==> src/rtl/inv_sub_bytes_ctrl.sv <==
// rtl/inv_sub_bytes_ctrl.sv - multi-cycle AES inverse SubBytes over a 128-bit state, LANES bytes per cycle

module subBytes_inv (
    input  logic [7:0] in_byte,
    output logic [7:0] out_byte
);
    // Table entry for input value v sits at bits [8*(255-v) +: 8].
    localparam logic [2047:0] INV_SBOX = {
        128'h52096ad53036a538bf40a39e81f3d7fb,
        128'h7ce339829b2fff87348e4344c4dee9cb,
        128'h547b9432a6c2233dee4c950b42fac34e,
        128'h082ea16628d924b2765ba2496d8bd125,
        128'h72f8f66486689816d4a45ccc5d65b692,
        128'h6c704850fdedb9da5e154657a78d9d84,
        128'h90d8ab008cbcd30af7e45805b8b34506,
        128'hd02c1e8fca3f0f02c1afbd0301138a6b,
        128'h3a9111414f67dcea97f2cfcef0b4e673,
        128'h96ac7422e7ad3585e2f937e81c75df6e,
        128'h47f11a711d29c5896fb7620eaa18be1b,
        128'hfc563e4bc6d279209adbc0fe78cd5af4,
        128'h1fdda8338807c731b11210592780ec5f,
        128'h60517fa919b54a0d2de57a9f93c99cef,
        128'ha0e03b4dae2af5b0c8ebbb3c83539961,
        128'h172b047eba77d626e169146355210c7d
    };

    assign out_byte = INV_SBOX[{~in_byte, 3'b000} +: 8];
endmodule

module inv_sub_bytes_ctrl #(
    parameter int LANES = 1
) (
    input  logic         clk,
    input  logic         rst_n,
    input  logic         in_valid,
    output logic         in_ready,
    input  logic [127:0] state_in,
    output logic         out_valid,
    input  logic         out_ready,
    output logic [127:0] state_out,
    output logic         busy
);
    typedef enum logic [1:0] {IDLE, RUN, DONE} state_t;

    localparam logic [3:0] LAST_CNT = 4'(16 - LANES);
    localparam logic [3:0] STEP     = 4'(LANES);

    state_t         state;
    logic [3:0]     cnt;
    logic [127:0]   work;
    logic [127:0]   work_next;
    logic [3:0]     lane_idx [LANES];
    logic [7:0]     lane_out [LANES];

    // Byte k lives at bits [8*(15-k) +: 8]; 15-k is ~k in four bits.
    for (genvar g = 0; g < LANES; g++) begin : g_lane
        assign lane_idx[g] = cnt + 4'(g);
        subBytes_inv u_sbox (
            .in_byte  (work[{~lane_idx[g], 3'b000} +: 8]),
            .out_byte (lane_out[g])
        );
    end

    always_comb begin
        work_next = work;
        for (int g = 0; g < LANES; g++) begin
            work_next[{~lane_idx[g], 3'b000} +: 8] = lane_out[g];
        end
    end

    always_ff @(posedge clk or negedge rst_n) begin
        if (!rst_n) begin
            state <= IDLE;
            cnt   <= 4'd0;
            work  <= 128'd0;
        end else begin
            case (state)
                IDLE: begin
                    if (in_valid) begin
                        work  <= state_in;
                        cnt   <= 4'd0;
                        state <= RUN;
                    end
                end
                RUN: begin
                    work <= work_next;
                    if (cnt == LAST_CNT) begin
                        cnt   <= 4'd0;
                        state <= DONE;
                    end else begin
                        cnt <= cnt + STEP;
                    end
                end
                DONE: begin
                    if (out_ready) begin
                        state <= IDLE;
                    end
                end
                default: state <= IDLE;
            endcase
        end
    end

    assign in_ready  = (state == IDLE);
    assign out_valid = (state == DONE);
    assign busy      = (state != IDLE);
    assign state_out = work;
endmodule

==> config.mk <==
export PLATFORM = sky130hd
export DESIGN_NAME = inv_sub_bytes_ctrl
export DESIGN_NICKNAME = d
export VERILOG_FILES = /design/src/rtl/inv_sub_bytes_ctrl.sv
export SDC_FILE = /design/constraint.sdc
export NUM_CORES = 1
export LEC_CHECK = 0
export BUFFER_PORTS_ARGS = -buffer_cell sky130_fd_sc_hd__buf_2
export CELL_PAD_IN_SITES_DETAIL_PLACEMENT = 0
export CELL_PAD_IN_SITES_GLOBAL_PLACEMENT = 1
export CORE_UTILIZATION = 43
export CTS_BUF_LIST = sky130_fd_sc_hd__clkbuf_8
export DETAILED_ROUTE_END_ITERATION = 8
export GPL_TIMING_DRIVEN = 1
export PLACE_DENSITY = 0.81
export SYNTH_ARGS = -nofsm -noshare
export SYNTH_HDL_FRONTEND = slang
export SYNTH_HIERARCHICAL = 1
export SYNTH_SLANG_ARGS = --single-unit
export TNS_END_PERCENT = 5
==> constraint.sdc <==
create_clock -name clk -period 6.4 [get_ports clk]
set_input_delay 1.28 -clock clk [delete_from_list [all_inputs] [get_ports clk]]
set_output_delay 1.28 -clock clk [all_outputs]
set_load 0.02 [all_outputs]
-- Yosys cells after proc, flatten, opt, wreduce, memory -nomap -nowiden
Index checks and enable logic that the tools add are counted.
- flip-flop bits (word level): 134
- memories: 0
- bits in read-only memories: 0
- output and inout bits: 131
- bits in latches: 0
- memory bits (writable): 0
- reductions and logical operators: 5
- bitwise operators: 2
- multipliers: 0
- divide/modulo/power cells: 0
- shift-type cells: 4
- add/sub/neg operators: 2
- $lt $le $gt $ge: 0
- eq/ne operators: 6
- multiplexer cells: 10
- operators by type and width (operator ; number):
    indexed part select 2048 x 12 -> 8 bit, first input constant ; 1
    case mux 128 bit (2 select lines) ; 1
    bitwise mux 128 bit ; 1
    two-way mux 128 bit ; 1
    variable shift 8 x 9 -> 128 bit, first input constant ; 1
    indexed part select 128 x 8 -> 8 bit ; 1
    indexed part select 8 x 9 -> 128 bit ; 1
    negator 7 -> 9 bit ; 1
    two-way mux 4 bit ; 2
    inverter 8 bit ; 1
    case mux 4 bit (2 select lines) ; 1
    two-way mux 2 bit ; 3
    case mux 2 bit (3 select lines) ; 1
    adder 4 x 1 -> 4 bit, second input constant ; 1
    equality test 4 bit, second input constant ; 1
    != test 2 bit, second input constant ; 2
    inverter 4 bit ; 1
    nonzero test 2 bit ; 2
    AND reduction 3 bit ; 1
    equality test 2 x 1 -> 1 bit, second input constant ; 1
    equality test 2 bit, second input constant ; 1
    zero test 2 bit ; 1
    != test 2 x 1 -> 1 bit, second input constant ; 1
    AND reduction 2 bit ; 1

-- Logic depth before layout (Yosys ltp)
- depth after elaboration: 7
- gate-level depth with buffers: 22
- depth with buffers taken out: 15

-- Cells and area by module
The synthesis kept the hierarchy.
- modules (own cells, without submodules) (module ; area an instance (um2) ; cells each ; seq. area each (um2) ; times used):
    inv_sub_bytes_ctrl ; 8209.1 ; 720 ; 3353.2 ; 1
    subBytes_inv ; 3500.9 ; 573 ; 0.0 ; 1

-- Least setup slack after synthesis
OpenSTA, ideal clock, no wires.
- kind: register to register
- from: register cnt[0]
- to: register work[63], in the netlist state_out[63]
- cell stages (with the launch flop): 22
- arrival: 4631 ps
- setup slack: 1644 ps
- period minus slack after synthesis: 4756 ps
- cells stage by stage: dfrtp_1 -> buf_4 -> buf_4 -> buf_2 -> mux4_2 -> a22oi_1 -> nand2_1 -> buf_2 -> buf_2 -> inv_1 -> ha_1 -> clkbuf_1 -> nand2_1 -> a21oi_1 -> a211oi_1 -> a2111oi_2 -> nor4_1 -> a311o_1 -> clkbuf_1 -> clkbuf_1 -> a22o_1 -> mux2_2
- RTL lines (item ; RTL line ; text):
    start: declaration ; 49 ; logic [3:0] cnt;
    start signal: assignment ; 91 ; cnt <= cnt + STEP;
    end signal: assignment ; 80 ; work <= state_in;
    end signal: assignment ; 86 ; work <= work_next;
    end: declaration ; 50 ; logic [127:0] work;

==> run metrics <==
Critical Path End Type register; die extent in x 167.0 um; adder-cell area share of the yosys netlist 2.564%; Synth Area in Compound Gates 31.48%; Port Buffers 262; commonest non-fill, non-tap cell in the layout buf_2; unrepaired setup endpoints after global routing no; RR Endpoint state_out[9]; sequential area share after synthesis 28.64%; CORE AREA 26800 um^2; clk_lat worst skew 470 ps; Worst Path Arrival 6540 ps; Max Slew Vio Count 0; largest family of logic cells by synthesized area compound AO/OA/AOI/OAI gates; minimum clock period after layout 6143 ps; # rows 60; crit path cell chain mux2i_1 -> a221oi_1 -> a22oi_1 -> nand2_1 -> inv_1 -> ha_1 -> nor2b_1 -> o21ai_0 -> a31oi_1 -> o211ai_1 -> o2111ai_1 -> o311a_1 -> buf_4 -> o211ai_1 -> a31oi_1; outcome completed; ANT cells 0; vias ~13000; gpl congestion 1.064; CTS tree done; HP Class register to register; drt pass-1 iters 8; asr flop ratio synth 100.0%; post-route ant nets 0; GRT Util Overall a little under two fifths; final setup TNS 0 ps; Routed WL 53.62 mm; DRT iter0 DRCs 1759; Critical R2R Launch cnt[0]; Yosys reg bits 134; Critical Path Slowest Stage Cell dfrtp_4; Initial Util 43.69%; Layout fillers 2554; xor/xnor share of the synthesized area 0.5984%; mux cell area share after synthesis around 14%; Fmax 0.1628 GHz; final hold viol count 0; CTS root buf clkbuf_8; Synth Flop Type dfrtp_1; Worst Setup Start Kind register; Post-CTS Hold Buffers 0; main area contributors after synthesis dfrtp_1 29%, mux2_2 6.1%, a22o_1 5.5%, o21ai_0 3.8%, mux4_2 3.7%; DPL Wire Length 39.21 mm; Simple-Gate Fraction of Synth Area 15.59%; final core utilization 50.78%; setup bufs post-CTS 0; Reg2Reg Setup Slack 260 ps; post-synthesis cell count approximately 1300; Worst R2R Path Depth 15; area growth from synthesis to layout 16.22%; drt drc 0; Synth top area share 28.64%; WHS Path Cells 1; Ports 263; Clock Pin Slew Worst Setup and Hold Paths 100 ps; Sink Count 134; Die H 167.0 um; syn_nets 1449; Yosys Warn Count 6; WS Path Type register to register; fin crit share 95.98%; Max-cap violations 0; gr ovfl total 0; Final Setup Violations 0; initial antenna violation count 1; Unique masters post-synth 98; CP max FO 50; Hold EP state_out[71]; max_slew headroom 9.771%; setup skew after layout 20.94 ps; Post-Synthesis Cell Area 11710 um^2; area leader, netlist dfrtp_1; EDFF count, synth 0; share of cells above drive strength 1 approximately a third; global-route wire length before repair about 80 mm; Req. time, crit path 6800 ps; pin count of the biggest net entering global routing roughly 110; Syn Area/Cell 9.056 um^2; maximum level of the CTS H-tree 4; die area 27900 um^2; TritonCTS buffer count 17; routed vias/inst 7.019; register area 3357 um^2; most frequent cells in the layout 261 x buf_2, 133 x dfrtp_1, 104 x nand2_1; multi-input logic area 7542 um^2; Nets approximately 1600; Hold Startpoint state_out[71]; post_cts resized 0; vias in the first global route 12300; CP peak stage delay 980 ps; CTS Buffer Depth 2; worst slew pin tran around 1400 ps; post-DR wirelength/cell slightly below 30 um
## worst max path at each step
stage	from	cells after the start	endpoint	slack [ps]
CTS	cnt[0]	15	state_out[25]	470
floorplan	cnt[0]	21	state_out[63]	1640
finish	cnt[0]	15	state_out[9]	260
global placement	cnt[0]	15	state_out[25]	430
detailed placement	cnt[0]	15	state_out[25]	490
global route	cnt[1]	15	state_out[9]	110
## cell families after synthesis
group	Yosys count
flops	134
fa+ha+maj	24
mux	126
buf+inv	168
simple gates	348
compound gates	488
xor+xnor	5
## per-stage QoR
| step | std cells | worst slack [ps] | cell area [um^2] | hold slack, ps |
|---|---|---|---|---|
| finish | 1843 | 257.2 | 13610 | 541.7 |
| global route | 1843 | 105.8 | 13610 | 568.1 |
| CTS | 1843 | 469.4 | 13610 | 544.1 |
| detailed placement | 1811 | 490.1 | 13210 | 523.8 |
| global placement | 1811 | 435.0 | 13210 | 508.5 |
| floorplan | 1293 | 1644 | 11710 | 612.4 |
## sequential cells by signal, summed over array words and instances (netlist names)
name       count
cnt            4
state          2
state_out    128
## synth_stat cells, types with 10 or more instances
master	instances
nand2_1	107
nor3_1	34
mux2_2	63
mux2i_1	36
buf_4	14
o211ai_1	33
a311oi_1	15
a22oi_1	15
ha_1	24
a31oi_1	39
and2_1	10
a2bb2oi_1	13
nor2_1	54
o21ai_0	88
clkbuf_1	51
and3_1	13
dfrtp_1	134
a22o_1	73
a221o_1	13
nand3_1	25
a211oi_1	17
a21o_1	11
mux4_2	19
inv_1	21
buf_2	62
nand2b_1	22
buf_6	12
a21oi_1	57
a221oi_1	22
nor2b_1	30
## critical path: cells and delay by family, from the launching register on
| kind | cells | cell delay (ps) |
|---|---|---|
| compound gates | 9 | 2500 |
| simple gates | 2 | 1030 |
| flops | 1 | 980 |
| buf+inv | 2 | 760 |
| fa+ha+maj | 1 | 550 |
| mux | 1 | 220 |
## final cells by class
cell class	instances	area share, %
Clock buffer	17	1.719
Timing Repair Buffer	323	13.23
Tap cell	341	3.135
Multi-Input combinational cell	991	55.42
Clock inverter	15	1.223
Sequential cell	134	24.67
Inverter	22	0.6068
## routing by layer
layer,wire [um],GRT usage (%),vias to the layer above
met5,9,0,-
met4,3126,21.42,2
met3,6206,8.793,218
met2,23530,56.61,1030
met1,20750,50.14,6317
li1,-,-,5369
Power is not shown: default switching activity piles up to over one toggle a cycle in this logic, so the estimate is an artifact.
